==> src/rtl/sfifo_arb_pkg.sv <==
// Shared types and default constants for the FIFO write-side arbiter.
package sfifo_arb_pkg;

  typedef enum logic [0:0] {
    IDLE  = 1'b0,
    BURST = 1'b1
  } arb_state_e;

  localparam int DEF_NUM_REQ    = 4;
  localparam int DEF_DATA_WIDTH = 8;
  localparam int DEF_MAX_BURST  = 4;
  localparam int BURST_CNT_W    = 4;

endpackage

==> src/rtl/sfifo_wr_arbiter_if.sv <==
// Producer/FIFO-side bundle of the write arbiter; master is the arbiter itself.
interface sfifo_wr_arbiter_if
  import sfifo_arb_pkg::*;
#(
  parameter int NUM_REQ    = DEF_NUM_REQ,
  parameter int DATA_WIDTH = DEF_DATA_WIDTH
);
  logic [NUM_REQ-1:0]            req;
  logic [NUM_REQ*DATA_WIDTH-1:0] req_data;
  logic [NUM_REQ-1:0]            ack;
  logic [NUM_REQ-1:0]            grant;
  logic                          busy;
  logic                          fifo_full;
  logic                          fifo_write_n;
  logic [DATA_WIDTH-1:0]         fifo_data_in;

  modport master (
    input  req, req_data, fifo_full,
    output ack, grant, busy, fifo_write_n, fifo_data_in
  );

  modport slave (
    output req, req_data, fifo_full,
    input  ack, grant, busy, fifo_write_n, fifo_data_in
  );
endinterface

==> src/rtl/rr_pick.sv <==
// Combinational round-robin picker: first set request strictly after last_idx,
// wrapping modulo NUM_REQ, so last_idx itself has lowest priority.
module rr_pick #(
  parameter int NUM_REQ = 4,
  parameter int IDX_W   = 2
) (
  input  logic [NUM_REQ-1:0] req,
  input  logic [IDX_W-1:0]   last_idx,
  output logic               valid,
  output logic [IDX_W-1:0]   idx
);

  logic [IDX_W-1:0] cand_s;
  logic             valid_s;
  logic [IDX_W-1:0] idx_s;

  // Scan candidates in priority order; the first hit sticks.
  always_comb begin
    cand_s  = '0;
    valid_s = 1'b0;
    idx_s   = '0;
    for (int i = 1; i <= NUM_REQ; i++) begin
      cand_s  = IDX_W'((int'(last_idx) + i) % NUM_REQ);
      idx_s   = (req[cand_s] && !valid_s) ? cand_s : idx_s;
      valid_s = valid_s | req[cand_s];
    end
  end

  assign valid = valid_s;
  assign idx   = idx_s;

endmodule

==> src/rtl/sfifo_wr_arbiter.sv <==
// Round-robin write arbiter sharing one FIFO among NUM_REQ producers; grants
// bursts of up to MAX_BURST words and never writes while the FIFO is full.
module sfifo_wr_arbiter
  import sfifo_arb_pkg::*;
#(
  parameter int NUM_REQ    = DEF_NUM_REQ,
  parameter int DATA_WIDTH = DEF_DATA_WIDTH,
  parameter int MAX_BURST  = DEF_MAX_BURST
) (
  input  logic               clock,
  input  logic               reset_n,
  sfifo_wr_arbiter_if.master bus
);

  localparam int IDX_W = (NUM_REQ > 1) ? $clog2(NUM_REQ) : 1;

  arb_state_e             state_q, state_d;
  logic [NUM_REQ-1:0]     grant_q, grant_d;
  logic [IDX_W-1:0]       last_grant_q, last_grant_d;
  logic [BURST_CNT_W-1:0] burst_cnt_q, burst_cnt_d;

  logic                   pick_valid_s;
  logic [IDX_W-1:0]       pick_idx_s;
  logic [IDX_W-1:0]       g_idx_s;
  logic                   req_g_s;
  logic                   accept_s;
  logic [NUM_REQ-1:0]     ack_s;
  logic [DATA_WIDTH-1:0]  data_s;

  rr_pick #(
    .NUM_REQ (NUM_REQ),
    .IDX_W   (IDX_W)
  ) u_pick (
    .req      (bus.req),
    .last_idx (last_grant_q),
    .valid    (pick_valid_s),
    .idx      (pick_idx_s)
  );

  // Owner index, accept decision and the write-port data mux.
  always_comb begin
    g_idx_s = '0;
    data_s  = '0;
    for (int i = 0; i < NUM_REQ; i++) begin
      g_idx_s = grant_q[i] ? IDX_W'(i) : g_idx_s;
    end
    req_g_s  = bus.req[g_idx_s];
    accept_s = (state_q == BURST) && req_g_s && !bus.fifo_full;
    ack_s          = '0;
    ack_s[g_idx_s] = accept_s;
    for (int i = 0; i < NUM_REQ; i++) begin
      data_s = (accept_s && (g_idx_s == IDX_W'(i)))
             ? bus.req_data[i*DATA_WIDTH +: DATA_WIDTH] : data_s;
    end
  end

  // Next-state: arbitrate in IDLE, count accepted words in BURST.
  always_comb begin
    state_d      = state_q;
    grant_d      = grant_q;
    last_grant_d = last_grant_q;
    burst_cnt_d  = burst_cnt_q;
    case (state_q)
      IDLE: begin
        if (pick_valid_s && !bus.fifo_full) begin
          state_d              = BURST;
          grant_d              = '0;
          grant_d[pick_idx_s]  = 1'b1;
          burst_cnt_d          = '0;
        end else begin
          state_d = IDLE;
        end
      end
      BURST: begin
        if (!req_g_s || (accept_s && (burst_cnt_q == BURST_CNT_W'(MAX_BURST - 1)))) begin
          state_d      = IDLE;
          grant_d      = '0;
          last_grant_d = g_idx_s;
          burst_cnt_d  = '0;
        end else if (accept_s) begin
          burst_cnt_d = burst_cnt_q + BURST_CNT_W'(1);
        end else begin
          burst_cnt_d = burst_cnt_q;
        end
      end
      default: begin
        state_d      = IDLE;
        grant_d      = '0;
        last_grant_d = IDX_W'(NUM_REQ - 1);
        burst_cnt_d  = '0;
      end
    endcase
  end

  // State registers; reset leaves producer 0 with first priority.
  always_ff @(posedge clock or negedge reset_n) begin
    if (!reset_n) begin
      state_q      <= IDLE;
      grant_q      <= '0;
      last_grant_q <= IDX_W'(NUM_REQ - 1);
      burst_cnt_q  <= '0;
    end else begin
      state_q      <= state_d;
      grant_q      <= grant_d;
      last_grant_q <= last_grant_d;
      burst_cnt_q  <= burst_cnt_d;
    end
  end

  assign bus.ack          = ack_s;
  assign bus.grant        = grant_q;
  assign bus.busy         = (state_q == BURST);
  assign bus.fifo_write_n = !accept_s;
  assign bus.fifo_data_in = data_s;

endmodule
==> src/flat_wrapper.sv <==
// flat-port wrapper written by rule: the top's interface ports become plain ports
module sfifo_wr_arbiter_flat import sfifo_arb_pkg::*;
#(
  parameter int NUM_REQ    = DEF_NUM_REQ,
  parameter int DATA_WIDTH = DEF_DATA_WIDTH,
  parameter int MAX_BURST  = DEF_MAX_BURST
)
  (clock, reset_n, bus_req, bus_req_data, bus_fifo_full, bus_ack, bus_grant, bus_busy, bus_fifo_write_n, bus_fifo_data_in);
  sfifo_wr_arbiter_if #(.NUM_REQ(NUM_REQ), .DATA_WIDTH(DATA_WIDTH)) bus_i ();
  input  logic clock;
  input  logic reset_n;
  input wire logic [$bits(bus_i.req)-1:0] bus_req;
  input wire logic [$bits(bus_i.req_data)-1:0] bus_req_data;
  input wire logic [$bits(bus_i.fifo_full)-1:0] bus_fifo_full;
  output wire logic [$bits(bus_i.ack)-1:0] bus_ack;
  output wire logic [$bits(bus_i.grant)-1:0] bus_grant;
  output wire logic [$bits(bus_i.busy)-1:0] bus_busy;
  output wire logic [$bits(bus_i.fifo_write_n)-1:0] bus_fifo_write_n;
  output wire logic [$bits(bus_i.fifo_data_in)-1:0] bus_fifo_data_in;
  assign bus_i.req = bus_req;
  assign bus_i.req_data = bus_req_data;
  assign bus_i.fifo_full = bus_fifo_full;
  assign bus_ack = bus_i.ack;
  assign bus_grant = bus_i.grant;
  assign bus_busy = bus_i.busy;
  assign bus_fifo_write_n = bus_i.fifo_write_n;
  assign bus_fifo_data_in = bus_i.fifo_data_in;
  sfifo_wr_arbiter #(.NUM_REQ(NUM_REQ), .DATA_WIDTH(DATA_WIDTH), .MAX_BURST(MAX_BURST)) u_core (.clock(clock), .reset_n(reset_n), .bus(bus_i));
endmodule
==> config.mk <==
export PLATFORM = sky130hd
export DESIGN_NAME = sfifo_wr_arbiter_flat
export DESIGN_NICKNAME = d
export VERILOG_FILES = /design/src/rtl/sfifo_arb_pkg.sv /design/src/rtl/sfifo_wr_arbiter_if.sv /design/src/rtl/rr_pick.sv /design/src/rtl/sfifo_wr_arbiter.sv /design/src/flat_wrapper.sv
export SDC_FILE = /design/constraint.sdc
export NUM_CORES = 1
export LEC_CHECK = 0
export CAP_MARGIN = 10
export CORE_MARGIN = 2
export CORE_UTILIZATION = 38
export CTS_CLUSTER_DIAMETER = 60
export DETAILED_ROUTE_END_ITERATION = 10
export GPL_TIMING_DRIVEN = 0
export PLACE_DENSITY = 0.83
export SLEW_MARGIN = 20
export SYNTH_ARGS = -nofsm -noshare
export SYNTH_HDL_FRONTEND = slang
export SYNTH_SLANG_ARGS = --single-unit
export TNS_END_PERCENT = 50
==> constraint.sdc <==
create_clock -name clock -period 2 [get_ports clock]
set_clock_uncertainty 0.15 [all_clocks]
set_input_delay 0.4 -clock clock [delete_from_list [all_inputs] [get_ports clock]]
set_output_delay 0.4 -clock clock [all_outputs]
set_load 0.1 [all_outputs]
==> qor.tcl <==
set qor(hold_viol) 0
set qor(gp_congestion) 0.804
set qor(setup_viol) 19
set qor(seq_area_frac_synth) 0.271
set qor(synthToLayoutAreaGrowth_pct) 102
set qor(timing.critical_path.required_ns) 1.45
set qor(clock_tree_from_tritoncts) {done}
set qor(critical_path_arrival_ns) 1.84
set qor(p_leak_nw) 0.782
set qor(die_y_um) 55.9
set qor(hold-worst-slack_ns) 0.299
set qor(proportion_of_register_bits_with_asynchronous_set_or_reset_after_synthesis) 1.00
set qor(critical_path.reg2reg.endpoint) {u_core.burst_cnt_q[0]$_DFFE_PN0P_}
set qor(cts.htree.levels) 1
set qor(groute.usage.overall) 0.260
set qor(shortest_clock_period_the_worst_path_allows_after_layout_ns) 2.39
set qor(ant_nets) 0
set qor(drv_slew) 0
set qor(cts-root-buf) {sky130_fd_sc_hd__clkbuf_4}
set qor(postLayoutCellArea_um2) 2070
set qor(cts.hold.buffers_added) 0
set qor(worstSetupPathType) {reg -> out}
set qor(synth-edff-count) 0
set qor(synth.top_cells.by_area) {sky130_fd_sc_hd__dfrtp_1 (22%), sky130_fd_sc_hd__mux2_2 (9.9%), sky130_fd_sc_hd__nand2_1 (5.9%)}
set qor(route.detailed.vias_per_inst) 6.05
set qor(die_area_um2) 3130
set qor(post-place-cells) 204
set qor(placement.setup.worst_slack_ns) -1.91
set qor(fin_cells) 212
set qor(floorplan.io_pins) 57
set qor(place.port_buffers) 56
set qor(total_nets_after_synthesis) 158
set qor(path_max_fanout) 10
set qor(first_global_vias) 1301
set qor(synth_top_area_cell) {sky130_fd_sc_hd__dfrtp_1}
set qor(synth_cells) 118
set qor(floorplan.initialDensity) 0.406
set qor(clock.fmax_mhz) 419
set qor(wl_um) 3970
set qor(worst_ir_drop_vdd_mv) 1.22
set qor(wire_per_inst_um) 18.7
set qor(yosys_register_bits) 11
set qor(finish.net_count) 223
set qor(antenna_found_initial) 0
set qor(floorplan.die.width_um) 55.9
set qor(drc_errors) 0
set qor(yosys_warnings) 0
set qor(fin_util) 0.821
set qor(coreArea_um2) 2520
set qor(maxSlewHeadroom) 0.370
set qor(grt_max_degree) 12
set qor(gr-total-overflow) 0
set qor(clk_path_buf_depth) 2
set qor(place_area_um2) 1710
set qor(final.setup.worst_slack_ns) -0.389
set qor(hp-class) {in -> async}
set qor(cap_viol_max_count) 0
set qor(synthFlopType) {sky130_fd_sc_hd__dfrtp_1}
set qor(unrepaired_setup_endpoints_after_global_routing) {true}
set qor(crit_start) {u_core.bus.grant[1]$_DFFE_PN0P_}
set qor(netlist.area_leader.share) 0.220
set qor(drt_iter0_markers) 30
set qor(post_synth_num_cell_types) 44
set qor(capturing_element_of_the_worst_setup_path) {bus_fifo_data_in[2]}
set qor(worst_setup_path_start_kind) {register}
set qor(finalCritPeriodShare) 1.19
set qor(worstSetupEndpointType) {output port}
set qor(cts_buffers) 3
set qor(setup.reg_to_reg.worst_slack_ns) -0.07
set qor(worst_r2r_path_depth) 6
set qor(proportion_of_layout_cells_with_a_drive_suffix_above_1) 0.440
set qor(syn_area_um2) 1020
set qor(std_cell_rows) 18
set qor(dp_hpwl_um) 2600
set qor(clkSinkCount) 11
set qor(power.density_cell_area_nw_per_um2) 1440
set qor(detail_route.first_pass.iterations) 4
set qor(via_count_of_the_routed_design) 1283
set qor(num_antenna_cells) 0
set qor(timing.rr.start) {u_core.bus.grant[1]$_DFFE_PN0P_}
set qor(tightestPinTransition_ns) 0.949
set qor(violations) {setup timing}
set qor(outcome) {finished, violations left}
set qor(clkSlewWorstSetupHoldPaths_ns) 0.08
set qor(postSynthAreaPerCell_um2) 8.68
set qor(grt_pass1_wl_um) 6450
set qor(worstSkewPairLatency_ns) 0.28
synth_stat cells (2+ instances only):
master,n
sky130_fd_sc_hd__a21oi_1,5
sky130_fd_sc_hd__buf_2,2
sky130_fd_sc_hd__dfrtp_1,9
sky130_fd_sc_hd__dfstp_2,2
sky130_fd_sc_hd__inv_1,6
sky130_fd_sc_hd__mux2_2,9
sky130_fd_sc_hd__mux2_4,2
sky130_fd_sc_hd__mux2i_1,2
sky130_fd_sc_hd__nand2_1,16
sky130_fd_sc_hd__nand2b_1,3
sky130_fd_sc_hd__nor2_1,6
sky130_fd_sc_hd__nor2b_1,3
sky130_fd_sc_hd__nor3_1,4
sky130_fd_sc_hd__o21ai_0,9
sky130_fd_sc_hd__o22ai_1,8
sky130_fd_sc_hd__o32ai_1,4
worst min path at each step:
stage | start | end | slack [ns] | cells after the start
2_1_floorplan | reset_n | u_core.burst_cnt_q[0]$_DFFE_PN0P_ | -0.05 | 0
3_3_place_gp | u_core.last_grant_q[1]$_DFFE_PN1P_ | u_core.last_grant_q[1]$_DFFE_PN1P_ | 0.36 | 2
3_5_place_dp | u_core.last_grant_q[1]$_DFFE_PN1P_ | u_core.last_grant_q[1]$_DFFE_PN1P_ | 0.36 | 2
4_1_cts | reset_n | u_core.bus.grant[0]$_DFFE_PN0P_ | 0.32 | 1
5_1_grt | reset_n | u_core.bus.grant[3]$_DFFE_PN0P_ | 0.34 | 1
6_report | reset_n | u_core.bus.grant[0]$_DFFE_PN0P_ | 0.30 | 1
layer usage:
metal	vias up	GRT usage	share of wire	routed length, um
li1	580	-	-	-
met1	617	0.288	0.38	1520
met2	69	0.497	0.51	2030
met3	17	0.0442	0.070	277
met4	0	0.0850	0.036	141
met5	-	0	0	0
kinds of logic after synthesis:
logic type | after synthesis | synth area share
simple gates | 42 | 0.243
mux | 14 | 0.159
fa+ha+maj | 1 | 0.0122
xor+xnor | 1 | 0.00855
compound gates | 39 | 0.260
flops | 11 | 0.271
buf+inv | 10 | 0.0464
critical path, cell delays in order (launching register included):
cell and delay (ns):
sky130_fd_sc_hd__dfrtp_4 0.43, sky130_fd_sc_hd__buf_4 0.20, sky130_fd_sc_hd__mux2_2 0.36, sky130_fd_sc_hd__o22ai_1 0.29, sky130_fd_sc_hd__o21ai_4 0.11, sky130_fd_sc_hd__buf_12 0.17
sequential cells by signal (all words and copies together) (netlist names):
name and count:
u_core.bus.busy 1, u_core.last_grant_q 2, u_core.burst_cnt_q 4, u_core.bus.grant 4
cell type report:
| type | instances | area [um^2] |
|---|---|---|
| multi-input cells | 97 | 925 |
| repair buffers | 60 | 723 |
| fillers | 133 | 452 |
| flip-flops and latches | 11 | 293 |
| plain buffers | 4 | 43.8 |
| well taps | 30 | 37.5 |
| clock buffers | 4 | 26.3 |
| inverters | 6 | 22.5 |
per-stage QoR:
step / TNS, ns / power (mW)
3_5_place_dp: -24.21 / 2.30
3_3_place_gp: -22.95 / 2.27
6_report: -3.45 / 2.98
4_1_cts: -3.28 / 2.79
2_1_floorplan: -7.61 / 1.87
5_1_grt: -4.58 / 3.09
cell usage in the layout, fill, tap and decap left out, types with 3 or more instances in the layout:
cell,n
sky130_fd_sc_hd__a21oi_1,5
sky130_fd_sc_hd__buf_12,13
sky130_fd_sc_hd__buf_6,6
sky130_fd_sc_hd__clkbuf_4,3
sky130_fd_sc_hd__clkdlybuf4s15_2,4
sky130_fd_sc_hd__clkdlybuf4s50_1,33
sky130_fd_sc_hd__dfrtp_1,5
sky130_fd_sc_hd__dfrtp_4,4
sky130_fd_sc_hd__dlygate4sd2_1,3
sky130_fd_sc_hd__inv_1,4
sky130_fd_sc_hd__mux2_2,9
sky130_fd_sc_hd__mux2_4,3
sky130_fd_sc_hd__nand2_1,14
sky130_fd_sc_hd__nor2_1,3
sky130_fd_sc_hd__nor2_4,3
sky130_fd_sc_hd__o21ai_4,8
sky130_fd_sc_hd__o22ai_1,7
sky130_fd_sc_hd__o32ai_1,4
what timing repair did:
action,CTS,global route
setup endpoints to repair,22,24
gates resized for setup,158,18
setup buffers,4,1
pin swaps,9,5
where the power goes:
part | internal [mW] | switching (mW) | leakage, nW | total [mW]
combinational | 0.872 | 1.50 | 0.631 | 2.38
sequential | 0.338 | 0.108 | 0.135 | 0.446
clock | 0.0774 | 0.0794 | 0.0150 | 0.157
total | 1.29 | 1.69 | 0.782 | 2.98
(Power assumes the default switching activity.)
